===== config.mk =====
export PLATFORM = sky130hd
export DESIGN_NAME = mem_ctrl
export DESIGN_NICKNAME = d
export VERILOG_FILES = /design/src/rtl/mem_ctrl_pkg.sv /design/src/rtl/mem_ctrl_req_latch.sv /design/src/rtl/mem_ctrl.sv
export SDC_FILE = /design/constraint.sdc
export NUM_CORES = 1
export LEC_CHECK = 0
export CORE_MARGIN = 2
export CORE_UTILIZATION = 25
export CTS_CLUSTER_DIAMETER = 60
export DETAILED_ROUTE_END_ITERATION = 12
export GPL_TIMING_DRIVEN = 0
export PLACE_DENSITY = 0.41
export SYNTH_ARGS = -nofsm -noshare
export SYNTH_HDL_FRONTEND = slang
export SYNTH_SLANG_ARGS = --single-unit

===== constraint.sdc =====
create_clock -name clk_in -period 6.85 [get_ports clk_in]
set_clock_uncertainty 0.2 [all_clocks]
set_input_delay 1.37 -clock clk_in [delete_from_list [all_inputs] [get_ports clk_in]]
set_output_delay 1.37 -clock clk_in [all_outputs]
set_load 0.01 [all_outputs]

===== src/rtl/mem_ctrl_pkg.sv =====
// Shared constants, state/source encodings and size decode for mem_ctrl.
package mem_ctrl_pkg;

  localparam logic ENABLE  = 1'b1;
  localparam logic DISABLE = 1'b0;
  localparam logic BUSY    = 1'b1;
  localparam logic IDLE    = 1'b0;

  localparam logic [31:0] ZERO32 = 32'h0000_0000;

  localparam logic [1:0] SZ_BYTE = 2'd0;
  localparam logic [1:0] SZ_HALF = 2'd1;
  localparam logic [1:0] SZ_WORD = 2'd2;

  typedef enum logic [1:0] {
    ST_IDLE  = 2'd0,
    ST_READ  = 2'd1,
    ST_WRITE = 2'd2,
    ST_DONE  = 2'd3
  } state_e;

  // Index into the per-source latch array
  typedef enum logic {
    SRC_IC  = 1'b0,
    SRC_MEM = 1'b1
  } src_e;

  function automatic logic [2:0] size_len(input logic [1:0] sz);
    case (sz)
      SZ_BYTE: size_len = 3'd1;
      SZ_HALF: size_len = 3'd2;
      default: size_len = 3'd4;
    endcase
  endfunction

endpackage


===== src/rtl/mem_ctrl_req_latch.sv =====
// Pending-request holder: a flag plus payload; a new request (set) wins over clear.
module mem_ctrl_req_latch #(
  parameter int W = 8
) (
  input  logic         clk_i,
  input  logic         rst_i,
  input  logic         en_i,
  input  logic         set_i,
  input  logic         clr_i,
  input  logic [W-1:0] data_i,
  output logic         pend_o,
  output logic [W-1:0] data_o
);

  logic         pend_q;
  logic [W-1:0] data_q;

  always_ff @(posedge clk_i) begin
    if (rst_i) begin
      pend_q <= 1'b0;
      data_q <= '0;
    end else if (en_i) begin
      if (set_i) begin
        pend_q <= 1'b1;
        data_q <= data_i;
      end else if (clr_i) begin
        pend_q <= 1'b0;
      end
    end
  end

  assign pend_o = pend_q;
  assign data_o = data_q;

endmodule


===== src/rtl/mem_ctrl.sv =====
// Byte-serialising arbiter between I-fetch and MEM in front of the RAM/IO bus.
// Optional IO write back-pressure is enabled with `define MC_IO_STALL_EN.
module mem_ctrl
  import mem_ctrl_pkg::*;
#(
  parameter int                ADDR_W  = 18,
  parameter logic [ADDR_W-1:0] IO_ADDR = 18'h30000
) (
  input  logic              clk_in,
  input  logic              rst_in,
  input  logic              rdy_in,
  input  logic              jump_in,
  input  logic              ic_req_in,
  input  logic [ADDR_W-1:0] ic_addr_in,
  input  logic              mem_req_in,
  input  logic              mem_we_in,
  input  logic [1:0]        mem_size_in,
  input  logic [ADDR_W-1:0] mem_addr_in,
  input  logic [31:0]       mem_wdata_in,
  input  logic              io_full_in,
  input  logic [7:0]        ram_din_in,
  output logic [7:0]        ram_dout_out,
  output logic [31:0]       ram_addr_out,
  output logic              ram_wr_out,
  output logic              ic_valid_out,
  output logic [31:0]       ic_inst_out,
  output logic              mem_done_out,
  output logic [31:0]       mem_rdata_out,
  output logic              busy_ic_out,
  output logic              busy_mem_out
);

  // Payload layout: {addr, size, we, wdata}
  localparam int PW = ADDR_W + 35;

  logic [1:0]         req_in, req_set, req_clr, req_pend, eff_vld, grant;
  logic [1:0][PW-1:0] req_pl, req_q, eff_pl;
  logic [PW-1:0]      sel_pl;

  state_e            state_q, state_d;
  src_e              src_q, src_d;
  logic [2:0]        cnt_q, cnt_d, len_q, len_d;
  logic [ADDR_W-1:0] base_q, base_d, bus_addr;
  logic [31:0]       wdata_q, wdata_d, asm_q, asm_d;
  logic [31:0]       ic_inst_q, ic_inst_d, mem_rdata_q, mem_rdata_d;
  logic              io_stall;

  assign req_in    = {mem_req_in, ic_req_in};
  assign req_pl[0] = {ic_addr_in, SZ_WORD, 1'b0, ZERO32};
  assign req_pl[1] = {mem_addr_in, mem_size_in, mem_we_in, mem_wdata_in};

  for (genvar s = 0; s < 2; s++) begin : g_src
    mem_ctrl_req_latch #(.W(PW)) u_lat (
      .clk_i  (clk_in),
      .rst_i  (rst_in),
      .en_i   (rdy_in),
      .set_i  (req_set[s]),
      .clr_i  (req_clr[s]),
      .data_i (req_pl[s]),
      .pend_o (req_pend[s]),
      .data_o (req_q[s])
    );
  end

`ifdef MC_IO_STALL_EN
  assign io_stall = (state_q == ST_WRITE) && (base_q >= IO_ADDR) && io_full_in;
`else
  logic unused_io;
  assign unused_io = ^{io_full_in, IO_ADDR};
  assign io_stall  = 1'b0;
`endif

  // A jump kills a stale pending fetch, but a fetch arriving with it is the new PC
  always_comb begin
    eff_vld[0] = ic_req_in | (req_pend[0] & ~jump_in);
    eff_vld[1] = mem_req_in | req_pend[1];
    for (int s = 0; s < 2; s++) eff_pl[s] = req_in[s] ? req_pl[s] : req_q[s];
    grant[1] = (state_q == ST_IDLE) & eff_vld[1];
    grant[0] = (state_q == ST_IDLE) & ~eff_vld[1] & eff_vld[0];
    req_set  = req_in & ~grant;
    req_clr  = grant | {1'b0, jump_in};
  end

  always_comb begin
    state_d     = state_q;
    src_d       = src_q;
    cnt_d       = cnt_q;
    len_d       = len_q;
    base_d      = base_q;
    wdata_d     = wdata_q;
    asm_d       = asm_q;
    ic_inst_d   = ic_inst_q;
    mem_rdata_d = mem_rdata_q;
    sel_pl      = '0;
    case (state_q)
      ST_IDLE: begin
        if (|grant) begin
          sel_pl  = grant[1] ? eff_pl[1] : eff_pl[0];
          src_d   = grant[1] ? SRC_MEM : SRC_IC;
          base_d  = sel_pl[PW-1 -: ADDR_W];
          len_d   = size_len(sel_pl[34:33]);
          wdata_d = sel_pl[31:0];
          cnt_d   = 3'd0;
          asm_d   = ZERO32;
          state_d = sel_pl[32] ? ST_WRITE : ST_READ;
        end
      end
      ST_READ: begin
        if (src_q == SRC_IC && jump_in) begin
          state_d = ST_IDLE;
        end else begin
          // Byte addressed in cycle k-1 arrives now
          case (cnt_q)
            3'd1:    asm_d[7:0]   = ram_din_in;
            3'd2:    asm_d[15:8]  = ram_din_in;
            3'd3:    asm_d[23:16] = ram_din_in;
            3'd4:    asm_d[31:24] = ram_din_in;
            default: ;
          endcase
          if (cnt_q == len_q) begin
            state_d = ST_DONE;
            if (src_q == SRC_IC) ic_inst_d = asm_d;
            else                 mem_rdata_d = asm_d;
          end else begin
            cnt_d = cnt_q + 3'd1;
          end
        end
      end
      ST_WRITE: begin
        if (!io_stall) begin
          if (cnt_q == len_q - 3'd1) state_d = ST_DONE;
          else                       cnt_d   = cnt_q + 3'd1;
        end
      end
      ST_DONE: state_d = ST_IDLE;
      default: state_d = ST_IDLE;
    endcase
  end

  always_ff @(posedge clk_in) begin
    if (rst_in) begin
      state_q     <= ST_IDLE;
      src_q       <= SRC_IC;
      cnt_q       <= '0;
      len_q       <= '0;
      base_q      <= '0;
      wdata_q     <= '0;
      asm_q       <= '0;
      ic_inst_q   <= '0;
      mem_rdata_q <= '0;
    end else if (rdy_in) begin
      state_q     <= state_d;
      src_q       <= src_d;
      cnt_q       <= cnt_d;
      len_q       <= len_d;
      base_q      <= base_d;
      wdata_q     <= wdata_d;
      asm_q       <= asm_d;
      ic_inst_q   <= ic_inst_d;
      mem_rdata_q <= mem_rdata_d;
    end
  end

  assign bus_addr = base_q + ADDR_W'(cnt_q);

  always_comb begin
    ram_addr_out = ZERO32;
    ram_dout_out = 8'h00;
    ram_wr_out   = DISABLE;
    if (state_q == ST_READ && cnt_q < len_q) begin
      ram_addr_out = {{(32-ADDR_W){1'b0}}, bus_addr};
    end else if (state_q == ST_WRITE) begin
      ram_addr_out = {{(32-ADDR_W){1'b0}}, bus_addr};
      ram_wr_out   = rdy_in & ~io_stall;
      case (cnt_q[1:0])
        2'd0:    ram_dout_out = wdata_q[7:0];
        2'd1:    ram_dout_out = wdata_q[15:8];
        2'd2:    ram_dout_out = wdata_q[23:16];
        default: ram_dout_out = wdata_q[31:24];
      endcase
    end
  end

  assign ic_valid_out  = rdy_in && state_q == ST_DONE && src_q == SRC_IC && !jump_in;
  assign mem_done_out  = rdy_in && state_q == ST_DONE && src_q == SRC_MEM;
  assign ic_inst_out   = ic_inst_q;
  assign mem_rdata_out = mem_rdata_q;
  // A queued fetch counts as busy so the cache does not re-issue it
  assign busy_ic_out   = req_pend[0] | (state_q != ST_IDLE && src_q == SRC_IC);
  assign busy_mem_out  = req_pend[1] | (state_q != ST_IDLE && src_q == SRC_MEM);

endmodule


After elaboration in Yosys (flattened, before gate mapping)
Cells that the tools add are included.
{"block": "word_totals", "register_bits": 229, "input_bits": 86, "out_inout_bits": 109, "wordCells": 112}
{"block": "op_classes", "n_addsub": 3, "order_cmp": 1, "n_eq_ne": 18, "n_mux": 34, "n_bitwise": 15, "n_reduce_logical": 28}
{"op": "53-bit 2-to-1 mux", "count": 3}
{"op": "32-bit 2-to-1 mux", "count": 3}
{"op": "32-bit case mux with 2 select lines", "count": 1}
{"op": "8-bit 2-to-1 mux", "count": 6}
{"op": "8-bit case mux with 3 select lines", "count": 1}
{"op": "18-bit by 3-bit adder with 18-bit output", "count": 1}
{"op": "18-bit 2-to-1 mux", "count": 1}
{"op": "3-bit 2-to-1 mux", "count": 4}
{"op": "2-bit 2-to-1 mux", "count": 5}
{"op": "5-bit AND reduction", "count": 2}
{"op": "3-bit case mux with 3 select lines", "count": 1}
{"op": "1-bit logical AND", "count": 8}
{"op": "2-bit inequality test, second input constant", "count": 4}
{"op": "2-bit case mux with 4 select lines", "count": 1}
{"op": "2-bit AND reduction", "count": 4}
{"op": "4-bit AND reduction", "count": 2}
{"op": "2-bit nonzero test", "count": 4}
{"op": "1-bit 2-to-1 mux", "count": 7}
{"op": "2-bit by 1-bit equality test with 1-bit output, second input constant", "count": 3}
{"op": "2-bit equality test, second input constant", "count": 3}
{"op": "3-bit by 2-bit equality test with 1-bit output, second input constant", "count": 2}
{"op": "3-bit equality test", "count": 2}
{"op": "2-bit logical NOT", "count": 3}
{"op": "3-bit case mux with 2 select lines", "count": 1}
{"op": "18 further kinds", "count": 27}

Longest topological paths before layout
{"block": "logic_depth", "depth_word": 8, "mapped_depth": 10, "depth_no_buf": 8}

Cells and area by module
Synthesis repeated with hierarchy kept, for this count alone.
{"block": "unflattened", "cells_unflattened": 1547, "hier_area_um2": 13810.7}
{"module": "mem_ctrl", "n_inst": 1, "cells_each": 1053, "area_per_inst_um2": 8505.7, "seq_area_each_um2": 3103.0}
{"module": "mem_ctrl_req_latch", "n_inst": 2, "cells_each": 247, "area_per_inst_um2": 2652.5, "seq_area_each_um2": 1081.0}

Worst setup path after synthesis
No wires, ideal clock.
{"block": "synth_path", "path_kind": "in2out", "startpoint": "in rdy_in", "endpoint": "out ic_valid_out", "arrival_time_ps": 1977, "required_ps": 5280, "slack_ps": 3303, "cell_stages": 3, "n_path_buf": 1, "path_cell_list": "clkbuf_1 -> nand2_1 -> nor3_1"}
{"block": "synth_via", "elab_chain_len": 3}
{"item": "start, declared", "line": "mem_ctrl.sv:11", "rtl": "input logic rdy_in,"}
{"item": "1-bit logical AND (3 in a row)", "line": "mem_ctrl.sv:184", "rtl": "assign ic_valid_out = rdy_in && state_q == ST_DONE && src_q == SRC_IC && !jump_in;"}
{"item": "end, declared", "line": "mem_ctrl.sv:25", "rtl": "output logic ic_valid_out,"}
Every way passes these cells.

Worst setup path after layout
{"block": "layout_path", "startpoint": "reg cnt_q[1]", "endpoint": "out ram_addr_out[16]"}
{"block": "layout_via", "elab_chain_len": 3, "elab_cells_between_ends": 5, "cone_classes": "add/sub (1); order compare (1); mux (2); reduce/logical (1)"}
{"item": "start, declared", "line": "mem_ctrl.sv:42", "rtl": "logic [2:0] cnt_q, cnt_d, len_q, len_d;"}
{"item": "start signal, assigned", "line": "mem_ctrl.sv:154", "rtl": "cnt_q <= cnt_d;"}
{"item": "18-bit by 3-bit adder with 18-bit output / 3-bit less-than comparator (equally long branches)", "line": "mem_ctrl.sv:164, mem_ctrl.sv:170"}
{"item": "18-bit 2-to-1 mux / 1-bit logical AND (equally long branches)", "line": "mem_ctrl.sv:172, mem_ctrl.sv:170"}
{"item": "32-bit 2-to-1 mux *", "line": "mem_ctrl.sv:170", "rtl": "if (state_q == ST_READ && cnt_q < len_q) begin"}
{"item": "end, declared", "line": "mem_ctrl.sv:23", "rtl": "output logic [31:0] ram_addr_out,"}
Every way passes the cells marked *; elsewhere a longest branch is shown, timed or not.

==> metrics.cfg <==
[status]
status=finished, final reports clean

[floorplanning]
dieArea_sq_um=43500
rows=74
die_width_um=209
start_util=0.255
die_h_um=209
ios=195
core_sq_um=41100

[logic_synthesis]
ys_types=53
ys_warn_count=0
synth_area_per_cell_sq_um=8.41
synth_seq_cells=229
ys.flop_type=dfxtp_1
synth_edf_count=0
syn_area_sq_um=10500
syn_inst=1245
synthArstFlopShare=0
ys_seq_area_frac=0.438

[clock_tree]
numCtsBuffers=30
cts_hold_buffers=0
cts_resized=0
cts_num_sinks=229
cts_tree=done
cts_max_level=1
clockRootBuffer=clkbuf_16
clock_path_buffers=3
clk_pin_slew_worst_paths_ns=0.06
insertion_delay_ns=0.55
post_cts.repair.setup_buffers=0

[power_and_ir_drop]
ir_worst_vdd_mv=0.165
leakagePower_nw=4.77
p_sw_frac=0.285
power.total_mw=3.58
p_int_mw=2.56
seqPwrFrac=0.401
p_comb_frac=0.160
power.share.clock=0.439
p_switching_mw=1.02
p_per_area_nw_per_um2=257

[grt]
antenna_found_initial=1
grt_start_max_net_pins=15
grt_pass1_vias=9284
grt_overflow=0
grt_pass1_wl_mm=56.1
grt_use_total=0.163

[placement]
gp_congestion=0.776
place_inst=1965
port_buffers=175
pre_cts_slack_ns=2.37
hpwl_mm=27.5
place_area_sq_um=12900

[setup_path]
path_max_fanout=7
cp-end-kind=output port
slowest_delay_ns=0.54
worstPathArrival_ns=3.21
setup.worst_path.class=register to output port
startpoint_type=register
critical_path_required_ns=5.28
path_cells=inv_1, fa_1, nand2b_1, a21oi_1, nand4_1, xor2_1, nor2_1, clkdlybuf4s50_1
slowest_stage=clkdlybuf4s50_1
r2r_setup_slack_ns=3.92

[finish]
final_cell_mix=dfxtp_1, nor2_1, clkdlybuf4s50_1
diodes=0
layout_commonest_cell=dfxtp_1
final_nets=1569
final_cell_count_no_fill=2018
num-fill-cells=4395
utilization=0.339
fin_area_sq_um=13900
drive_above_1_share=0.0585
area_growth_pct=33.0

[sta]
tns_ns=0
setup_viol=0
period_share=0.697
relSlewSlack=0.437
fin_ws_ns=2.07
worst_pin_slew_ns=0.839
whs_ns=0.248
slew_viol_final=0
rsz0062_at_grt=no
finalHoldViolations=0
period_needed_ns=4.78
timing.fmax_mhz=209

[route]
vias=9520
drt_iter0_markers=501
drt_wl_total_mm=35.9
drt_pass1_iterations=5
drc=0
ant_nets=0
vias_per_cell=4.72
wl_per_cell_um=17.8

[flow_run]
maxCapViolCount=0

[min_path]
hp-class=register to register

==> power groups by stage <==
stage / registers, mW / logic [mW] / clock network, mW
6_report: 1.43 / 0.572 / 1.57
5_1_grt: 1.44 / 0.638 / 1.67
4_1_cts: 1.44 / 0.579 / 1.61
3_5_place_dp: 1.47 / 0.578 / 0
3_3_place_gp: 1.46 / 0.577 / 0
2_1_floorplan: 1.46 / 0.336 / 0
==> sequential cells by signal (all words and copies together), names as in the netlist, 3 cells and up <==
register and cells:
base_q 18, mem_rdata_out 32, wdata_q 32, len_q 3
ic_inst_out 32, asm_q 32, g_src.u_lat.data_o 72, cnt_q 3
==> cell usage after synthesis (all sizes together), types with 4 or more instances <==
library cell	instances	area, sq um
inv	14	52.6
dfxtp	229	4580
xnor2	8	70.1
nor2b	25	156
nand4	20	125
and3	4	25.0
nand3b	4	30.0
buf	35	210
a211oi	97	728
a31oi	32	200
o22ai	4	25.0
xor2	9	78.8
clkbuf	86	323
a21oi	104	521
nand2	145	544
ha	17	213
nor3	18	95.1
a32o	8	80.1
nor2	204	766
o21ai	22	110
nand3	8	40.0
mux2i	101	1010
o32ai	8	70.1
a222oi	8	80.1
==> worst paths after layout <==
| path | from | endpoint | cells past startpoint |
|---|---|---|---|
| worst max-delay path | cnt_q[1]$_SDFFE_PP0P_ | ram_addr_out[16] | 8 |
| worst min-delay path | g_src[1].u_lat.data_o[45]$_SDFFE_PP0P_ | g_src[1].u_lat.data_o[45]$_SDFFE_PP0P_ | 2 |
| worst min register to register | g_src[1].u_lat.data_o[45]$_SDFFE_PP0P_ | g_src[1].u_lat.data_o[45]$_SDFFE_PP0P_ | 2 |
| worst max register to register | cnt_q[1]$_SDFFE_PP0P_ | ic_inst_out[14]$_SDFFE_PP0P_ | 7 |
==> routing by layer <==
metal  track usage  part of all wire  vias to the layer above
met4        0.0377             0.018                        2
li1              -                 -                     4812
met5             0           0.00031                        -
met2         0.263              0.46                      208
met1         0.230              0.48                     4451
met3        0.0230             0.043                       47
==> worst max-delay path: cells and delay by family (launching register included) <==
| family | cells | cell delay (ns) |
|---|---|---|
| AO/OA/AOI/OAI | 1 | 0.38 |
| XOR/XNOR | 1 | 0.18 |
| adder cells (fa/ha/maj) | 1 | 0.46 |
| buffers and inverters | 2 | 0.70 |
| flip-flops | 1 | 0.50 |
| AND/OR/NAND/NOR | 3 | 0.43 |
==> area by class of cell <==
class                   instances  area [sq um]  share of cell area
multi-input cells             893          5340               0.384
plain buffers                 121           533              0.0383
flip-flops and latches        229          4580               0.329
clock inverters                14           145              0.0104
repair buffers                175          1750               0.126
clock buffers                  39           846              0.0607
well taps                     532           666              0.0478
inverters                      15          56.3             0.00404
==> cell families (layout without fill, tap and decap cells) <==
group           after synthesis  in the layout  synth area share
compound gates              296            296             0.185
xor+xnor                     18             18            0.0165
fa+ha+maj                    18             18            0.0222
buf+inv                     136            364            0.0563
flops                       229            229             0.438
mux                         104            104            0.0998
other cells                   1             14          0.000358
simple gates                443            443             0.182
Note: power is estimated with default switching activity, not from simulation.
